`src/rtl/ghost_move_scheduler.sv`:
```
// ghost_move_scheduler
//   Time-multiplexes a single ghost_control datapath across NUM_GHOSTS ghosts.
//   Each frame_tick starts a round that walks the enabled ghosts in ascending
//   index order. For each ghost it presents position and previous direction on
//   ctrl_*, waits CTRL_LAT cycles, then captures ctrl_move_dir into that
//   ghost's direction register.
//
// Ports
//   clk, rst_n      clock, asynchronous active-low reset
//   frame_tick      1-cycle pulse that starts a round (ignored while busy)
//   ghost_en        per-ghost enable, latched at round start
//   ghost_pos_x/y   flat ghost positions, sampled when each ghost is loaded
//   ctrl_ghost_x/y  registered position driven into ghost_control
//   ctrl_prev_dir   registered previous direction driven into ghost_control
//   ctrl_move_dir   move direction returned by ghost_control
//   ghost_dir       flat per-ghost one-hot direction (R=0001 U=0010 D=0100 L=1000)
//   cur_ghost       index of the ghost being served (holds in IDLE)
//   busy            high from round start until round_done
//   round_done      1-cycle pulse at end of round
//   overrun         sticky flag: frame_tick arrived while busy
module ghost_move_scheduler #(
    parameter int          NUM_GHOSTS = 4,
    parameter int          CTRL_LAT   = 2,
    parameter logic [3:0]  RESET_DIR  = 4'b1000
) (
    input  logic                      clk,
    input  logic                      rst_n,
    input  logic                      frame_tick,
    input  logic [NUM_GHOSTS-1:0]     ghost_en,
    input  logic [11*NUM_GHOSTS-1:0]  ghost_pos_x,
    input  logic [10*NUM_GHOSTS-1:0]  ghost_pos_y,
    output logic [10:0]               ctrl_ghost_x,
    output logic [9:0]                ctrl_ghost_y,
    output logic [3:0]                ctrl_prev_dir,
    input  logic [3:0]                ctrl_move_dir,
    output logic [4*NUM_GHOSTS-1:0]   ghost_dir,
    output logic [2:0]                cur_ghost,
    output logic                      busy,
    output logic                      round_done,
    output logic                      overrun
);

    localparam int IW = (NUM_GHOSTS > 1) ? $clog2(NUM_GHOSTS) : 1;
    localparam int WW = $clog2(CTRL_LAT + 1);

    typedef enum logic [1:0] {ST_IDLE, ST_SERVE, ST_DONE} state_e;

    state_e                 state_q, state_d;
    logic [NUM_GHOSTS-1:0]  mask_q, mask_d;
    logic [IW-1:0]          cur_q, cur_d;
    logic [WW-1:0]          wait_q, wait_d;
    logic [10:0]            ctrl_x_q, ctrl_x_d;
    logic [9:0]             ctrl_y_q, ctrl_y_d;
    logic [3:0]             ctrl_pd_q, ctrl_pd_d;
    logic [3:0]             dir_q [NUM_GHOSTS];
    logic [3:0]             dir_d [NUM_GHOSTS];
    logic                   overrun_q, overrun_d;

    logic                   load_en;
    logic [IW-1:0]          load_idx;
    logic [NUM_GHOSTS-1:0]  remain;

    // Index of the lowest set bit; callers only use it with a nonzero mask.
    function automatic logic [IW-1:0] lowest(input logic [NUM_GHOSTS-1:0] m);
        lowest = '0;
        for (int i = NUM_GHOSTS - 1; i >= 0; i--) begin
            if (m[i]) lowest = IW'(i);
        end
    endfunction

    // NOTE: every variable written here gets a default first so no path leaves
    // it unassigned, which would otherwise infer a latch.
    always_comb begin
        state_d   = state_q;
        mask_d    = mask_q;
        cur_d     = cur_q;
        wait_d    = wait_q;
        ctrl_x_d  = ctrl_x_q;
        ctrl_y_d  = ctrl_y_q;
        ctrl_pd_d = ctrl_pd_q;
        dir_d     = dir_q;
        overrun_d = overrun_q | (frame_tick & (state_q != ST_IDLE));
        load_en   = 1'b0;
        load_idx  = '0;
        remain    = mask_q;
        remain[cur_q] = 1'b0;

        case (state_q)
            ST_IDLE: begin
                if (frame_tick) begin
                    mask_d = ghost_en;
                    if (ghost_en != '0) begin
                        state_d  = ST_SERVE;
                        load_en  = 1'b1;
                        load_idx = lowest(ghost_en);
                    end else begin
                        state_d = ST_DONE;
                    end
                end
            end
            ST_SERVE: begin
                if (wait_q != '0) begin
                    wait_d = wait_q - WW'(1);
                end else begin
                    // A zero result means "no legal move": keep the old heading.
                    if (ctrl_move_dir != 4'b0000) dir_d[cur_q] = ctrl_move_dir;
                    mask_d = remain;
                    if (remain != '0) begin
                        load_en  = 1'b1;
                        load_idx = lowest(remain);
                    end else begin
                        state_d = ST_DONE;
                    end
                end
            end
            ST_DONE: state_d = ST_IDLE;
            default: state_d = ST_IDLE;
        endcase

        // Present the next ghost to ghost_control on the same edge that
        // starts the round or finishes the previous ghost.
        if (load_en) begin
            cur_d     = load_idx;
            ctrl_x_d  = ghost_pos_x[11*load_idx +: 11];
            ctrl_y_d  = ghost_pos_y[10*load_idx +: 10];
            ctrl_pd_d = dir_q[load_idx];
            wait_d    = WW'(CTRL_LAT);
        end
    end

    // NOTE: sequential state uses non-blocking assignments so every register
    // samples the pre-edge values regardless of statement order.
    always_ff @(posedge clk or negedge rst_n) begin
        if (!rst_n) begin
            state_q   <= ST_IDLE;
            mask_q    <= '0;
            cur_q     <= '0;
            wait_q    <= '0;
            ctrl_x_q  <= '0;
            ctrl_y_q  <= '0;
            ctrl_pd_q <= '0;
            overrun_q <= 1'b0;
            // NOTE: the direction array is reset explicitly because ghosts
            // must start heading RESET_DIR; it is a small register bank, not RAM.
            for (int i = 0; i < NUM_GHOSTS; i++) dir_q[i] <= RESET_DIR;
        end else begin
            state_q   <= state_d;
            mask_q    <= mask_d;
            cur_q     <= cur_d;
            wait_q    <= wait_d;
            ctrl_x_q  <= ctrl_x_d;
            ctrl_y_q  <= ctrl_y_d;
            ctrl_pd_q <= ctrl_pd_d;
            overrun_q <= overrun_d;
            dir_q     <= dir_d;
        end
    end

    always_comb begin
        ghost_dir = '0;
        for (int i = 0; i < NUM_GHOSTS; i++) ghost_dir[4*i +: 4] = dir_q[i];
    end

    assign ctrl_ghost_x  = ctrl_x_q;
    assign ctrl_ghost_y  = ctrl_y_q;
    assign ctrl_prev_dir = ctrl_pd_q;
    assign cur_ghost     = 3'(cur_q);
    assign busy          = (state_q != ST_IDLE);
    assign round_done    = (state_q == ST_DONE);
    assign overrun       = overrun_q;

endmodule

```
`config.mk`:
```
export PLATFORM = sky130hd
export DESIGN_NAME = ghost_move_scheduler
export DESIGN_NICKNAME = d
export VERILOG_FILES = /design/src/rtl/ghost_move_scheduler.sv
export SDC_FILE = /design/constraint.sdc
export NUM_CORES = 1
export LEC_CHECK = 0
export CAP_MARGIN = 20
export CELL_PAD_IN_SITES_DETAIL_PLACEMENT = 1
export CELL_PAD_IN_SITES_GLOBAL_PLACEMENT = 2
export CORE_ASPECT_RATIO = 0.7
export CORE_MARGIN = 1
export CORE_UTILIZATION = 26
export CTS_CLUSTER_SIZE = 40
export DETAILED_ROUTE_END_ITERATION = 10
export PLACE_DENSITY_LB_ADDON = 0.1
export SLEW_MARGIN = 5
export SYNTH_ARGS = -nofsm -noshare
export SYNTH_HDL_FRONTEND = slang
export SYNTH_SLANG_ARGS = --single-unit
export TNS_END_PERCENT = 5
```
`constraint.sdc`:
```
create_clock -name clk -period 2.2 [get_ports clk]
set_input_delay 0.55 -clock clk [delete_from_list [all_inputs] [get_ports clk]]
set_output_delay 0.55 -clock clk [all_outputs]
set_load 0.01 [all_outputs]
```
; Word level (Yosys, flattened, before mapping)
; Cells that the tools add are included.
[word_totals]
reg_bits = 52
wordCells = 86
output_inout_bits = 47
input_bits = 95
[op_classes]
n_lt_le_gt_ge = 5
multipliers = 2
muxes = 37
n_bitwise = 7
eq_ne = 5
n_shift = 2
n_reduce_logical = 15
addsub = 1
[op_table]
columns = cell, count
row1 = $shiftx 44x7->11, 1
row2 = $shiftx 40x7->10, 1
row3 = $mux 2, 19
row4 = $mux 4, 5
row5 = $bwmux 16, 1
row6 = $reduce_bool 4->1, 3
row7 = $reduce_bool 2->1, 5
row8 = $reduce_and 3->1, 3
row9 = $bmux 4 s2, 1
row10 = $demux 4 s2, 1
row11 = $pmux 2 s2, 2
row12 = $pmux 4 s2, 1
row13 = $ge 3x3->1 const B, 2
row14 = $mul 4x2->6 const A, 1
row15 = $ne 2x2->1 const B, 3
row16 = $not 2->3, 2
row17 = $mul 3x2->5 const A, 1
row18 = $mux 1, 5
row19 = $and 4x4->4, 1
row20 = $not 4->4, 1
row21 = $lt 2x3->1 const B, 1
row22 = $lt 3x1->1 const B, 1
row23 = $demux 1 s2, 1
row24 = $eq 2x1->1 const B, 1
row25 = 10 further kinds, 11

; Longest topological paths before layout
[logic_depth]
word_depth = 17
mapped_depth = 9
ltp_nobuf = 7

; Worst setup path before layout
; Ideal clock, no wire load.
[synth_timing]
path_kind = input port to flip-flop
start = input ghost_en[3]
end = register ctrl_x_q[10] (netlist: ctrl_ghost_x[10])
cell_stages = 7
t_required_ns = 2.062
setup_ns = 0.138
slack_ns = 0.277
arrival_ns = 1.786
path_cell_list = nor2b_1 o211ai_2 a21bo_1 buf_4 buf_4 a221oi_1 a221oi_2
[synth_via]
elab_chain_len = 9
[synth_lines]
columns = element, line
row1 = "start, declared", 29  ; input logic [NUM_GHOSTS-1:0] ghost_en,
row2 = $mux 2 (4 in a row), 67  ; if (m[i]) lowest = IW'(i);
row3 = $mux 2, 92  ; if (ghost_en != '0) begin
row4 = $mux 2, 90  ; if (frame_tick) begin
row5 = $pmux 2 s2, 88  ; case (state_q)
row6 = $mul 4x2->6, 124  ; ctrl_x_d = ghost_pos_x[11*load_idx +: 11];
row7 = $shiftx 44x7->11, 124
row8 = "end signal, assigned", 151  ; ctrl_x_q <= ctrl_x_d;
row9 = "end, declared", 52  ; logic [10:0] ctrl_x_q, ctrl_x_d;
; Several ways; a longest one is shown, not always the timed one.
; A chain may end at the register's enable or synchronous reset.

; Final worst setup path
[layout_timing]
start = input ghost_en[3]
end = register ctrl_y_q[1] (netlist: ctrl_ghost_y[1])
[layout_via]
elab_chain_len = 9
[layout_lines]
columns = element, line
row1 = $mux 2 (4 in a row), 67
row2 = $mux 2, 92
row3 = $mux 2, 90
row4 = $pmux 2 s2, 88
row5 = $mul 3x2->5, 125  ; ctrl_y_d = ghost_pos_y[10*load_idx +: 10];
row6 = $shiftx 40x7->10, 125
row7 = "end signal, assigned", 152  ; ctrl_y_q <= ctrl_y_d;
row8 = "end, declared", 53  ; logic [9:0] ctrl_y_q, ctrl_y_d;
; Several ways; a longest one is shown, not always the timed one.

==> out/metrics.csv <==
metric,value,unit
routedWlPerCell,18.13,um
ant_nets,0,
slowest_delay,0.41,ns
status,"complete, no violations",
post-route-util,44.38,%
die_y,96.06,um
critical_path.max_fanout,10,
dieArea,13100,um2
vias_per_cell,4.804,
initial_core_util,27.35,%
power_density,1308,nW/um2
syn_inst,291,
setup_tns,0,ns
fin_area,5333,um2
drt-total-wl,11120,um
post_cts_buffers,0,
vdd_drop_max,440.2,uV
rows,33,
cap_violations,0,
clock_sinks,52,
synth-edff-count,0,
max_freq,0.4739,GHz
slowest_stage,clkdlybuf4s50_1,
syn_to_final_growth,62.30,%
avgSynthCellArea,11.29,um2
fin_crit,2.110,ns
cts-resized-gates,0,
cts.clk_slew.worst_paths,0.08,ns
skew,0.009106,ns
async_flop_share,100.0,%
antenna_found_initial,0,
ys_seq_elements,52,
hold_class,in -> async,
placedInstanceArea,5094,um2
ys.flop_type,dfrtp_1,
grt_use_total,17.20,%
whs,0.2337,ns
place_hpwl,8555,um
ios,142,
grt_start_max_net_pins,53,
critPathKind,in -> reg,
gp_congestion,0.7353,
critical_path_arrival,2.28,ns
yosysWarnings,0,
core_area,12020,um2
synth.distinct_cells,50,
grt_pass1_wl,17010,um
drt_pass1_iterations,4,
cts_tree,built,
hold_viol,0,
drc,0,
vias,2945,
h-tree-depth,2,
grt_overflow,0,
clock_path_buffers,2,
power_leakage,2.351,nW
synth-seq-area-share,39.76,%
syn_area,3286,um2
drt_iter0_markers,60,
worstPathRequired,2.37,ns
syn_nets,387,
finalMaxSlewViolations,0,
rsz0062_at_grt,yes,
port_buffers,140,
diodes,0,
ctsHoldBuffers,0,
startpoint_type,input port,
cp-end-kind,register,
worstPathCellList,"clkdlybuf4s50_1, nor2b_1, o211ai_2, a21bo_1, buf_4, a221oi_1, a221oi_2",
cts_root_buffer,clkbuf_16,
worstSkewPairLatency,0.30,ns
drive_gt1_share,25.22,%
nNetsFinal,551,
numCtsBuffers,5,
fin_crit_sh,95.91,%
final-setup-viol-count,0,
grt_pass1_vias,3053,
die_w,136.4,um
cell families after synthesis:
group | Yosys count | share of synthesized area (%)
DFF | 52 | 39.76
adders and majority gates | 1 | 0.3807
buffers and inverters | 51 | 9.177
AOI/OAI and AO/OA | 81 | 25.10
xor gates and xnor gates | 1 | 0.2666
muxes | 43 | 13.75
and+or+nand+nor | 61 | 11.46
other | 1 | 0.1141
final timing paths:
path                                   endpoint  slack [ns]  depth (start not counted)         from
worst max-delay path            ctrl_ghost_y[1]        0.09                          7  ghost_en[3]
worst min-delay path               ghost_dir[6]        0.23                          2        rst_n
worst max register to register  ctrl_ghost_y[1]        0.13                          7     cur_q[1]
worst min register to register          overrun        0.47                          1      overrun
max in group asynchronous         ghost_dir[15]        1.67                          2        rst_n
min in group clk                        overrun        0.47                          1      overrun
state kept, by name (all words and copies together), names as in the netlist:
signal         flops
ctrl_ghost_x      11
ghost_dir         16
ctrl_ghost_y      10
wait_q             2
overrun            1
ctrl_prev_dir      4
mask_q             4
state_q            2
cur_q              2
area by class of cell:
type	instances	area (um2)
inverters	30	112.6
clock inverters	3	28.78
well taps	157	196.4
clock buffers	5	125.1
fillers	1301	6683
multi-input cells	188	1780
repair buffers	178	1782
flip-flops and latches	52	1308
where the power goes:
part	switching [W]	internal, W	total, W	leakage, nW
combinational	0.00194	0.00232	0.00425	1.67
sequential	0.000406	0.00147	0.00188	0.607
clock	0.000403	0.000440	0.000842	0.0767
total	0.00275	0.00423	0.00697	2.35
metrics by stage:
step | setup WS, ns | cells | total power [W]
after detailed placement | -0.2882 | 605 | 0.006133
after floorplan | 0.2767 | 291 | 0.004229
after global routing | -0.03786 | 613 | 0.007469
final | 0.08995 | 613 | 0.006975
after global placement | -0.2795 | 605 | 0.006024
after CTS | 0.04530 | 613 | 0.007011
synthesized netlist by cell type (2+ instances only):
cell type  instances  area, um2
nor2b_1            4      25.02
buf_12             2      40.04
dfstp_2            4      105.1
mux2_2            16      180.2
a21oi_1            2      10.01
a221oi_1          30      262.8
a221oi_2          20      300.3
buf_2              5      25.02
nor2_1             9      33.78
nand2_1            7      26.28
buf_6              5      56.30
nand2b_1           4      25.02
and2b_1            2      15.01
o211ai_2           2      25.02
clkbuf_1           4      15.01
buf_4              3      22.52
o21ai_0            6      30.03
dfrtp_1           48       1201
and2_1            26      162.7
inv_1             30      112.6
mux2i_1           26      260.3
a22o_1             4      35.03
a21o_1             4      30.03
buf_8              2      30.03
critical path: cells and delay by family:
| family | cells | cell delay (ns) |
|---|---|---|
| AO/OA/AOI/OAI | 4 | 0.96 |
| buffers and inverters | 2 | 0.62 |
| AND/OR/NAND/NOR | 1 | 0.14 |
per-layer routing:
layer | track usage [%] | part of all wire, % | wire length [um] | up-vias
met5 | 0 | 0 | 0 | -
met4 | 3.611 | 0.66 | 73 | 0
met3 | 4.055 | 5.9 | 659 | 6
met2 | 26.95 | 45 | 4986 | 86
met1 | 23.95 | 49 | 5396 | 1435
li1 | - | - | - | 1418
placed cells by master, fill, tap and decap left out, types with 4 or more instances in the layout:
cell               n
dfrtp_1           47
and2_1            26
clkbuf_16          5
clkdlybuf4s50_1  139
nand2b_1           4
dfstp_2            4
buf_12             8
nor2_1             8
inv_1             30
nand2_1            7
nor2b_1            4
a221oi_2          33
o21ai_0            6
a22o_1             4
a221oi_1          17
buf_4             30
mux2i_1           26
a21o_1             4
mux2_2            16
Note: power is estimated with default switching activity, not from simulation.
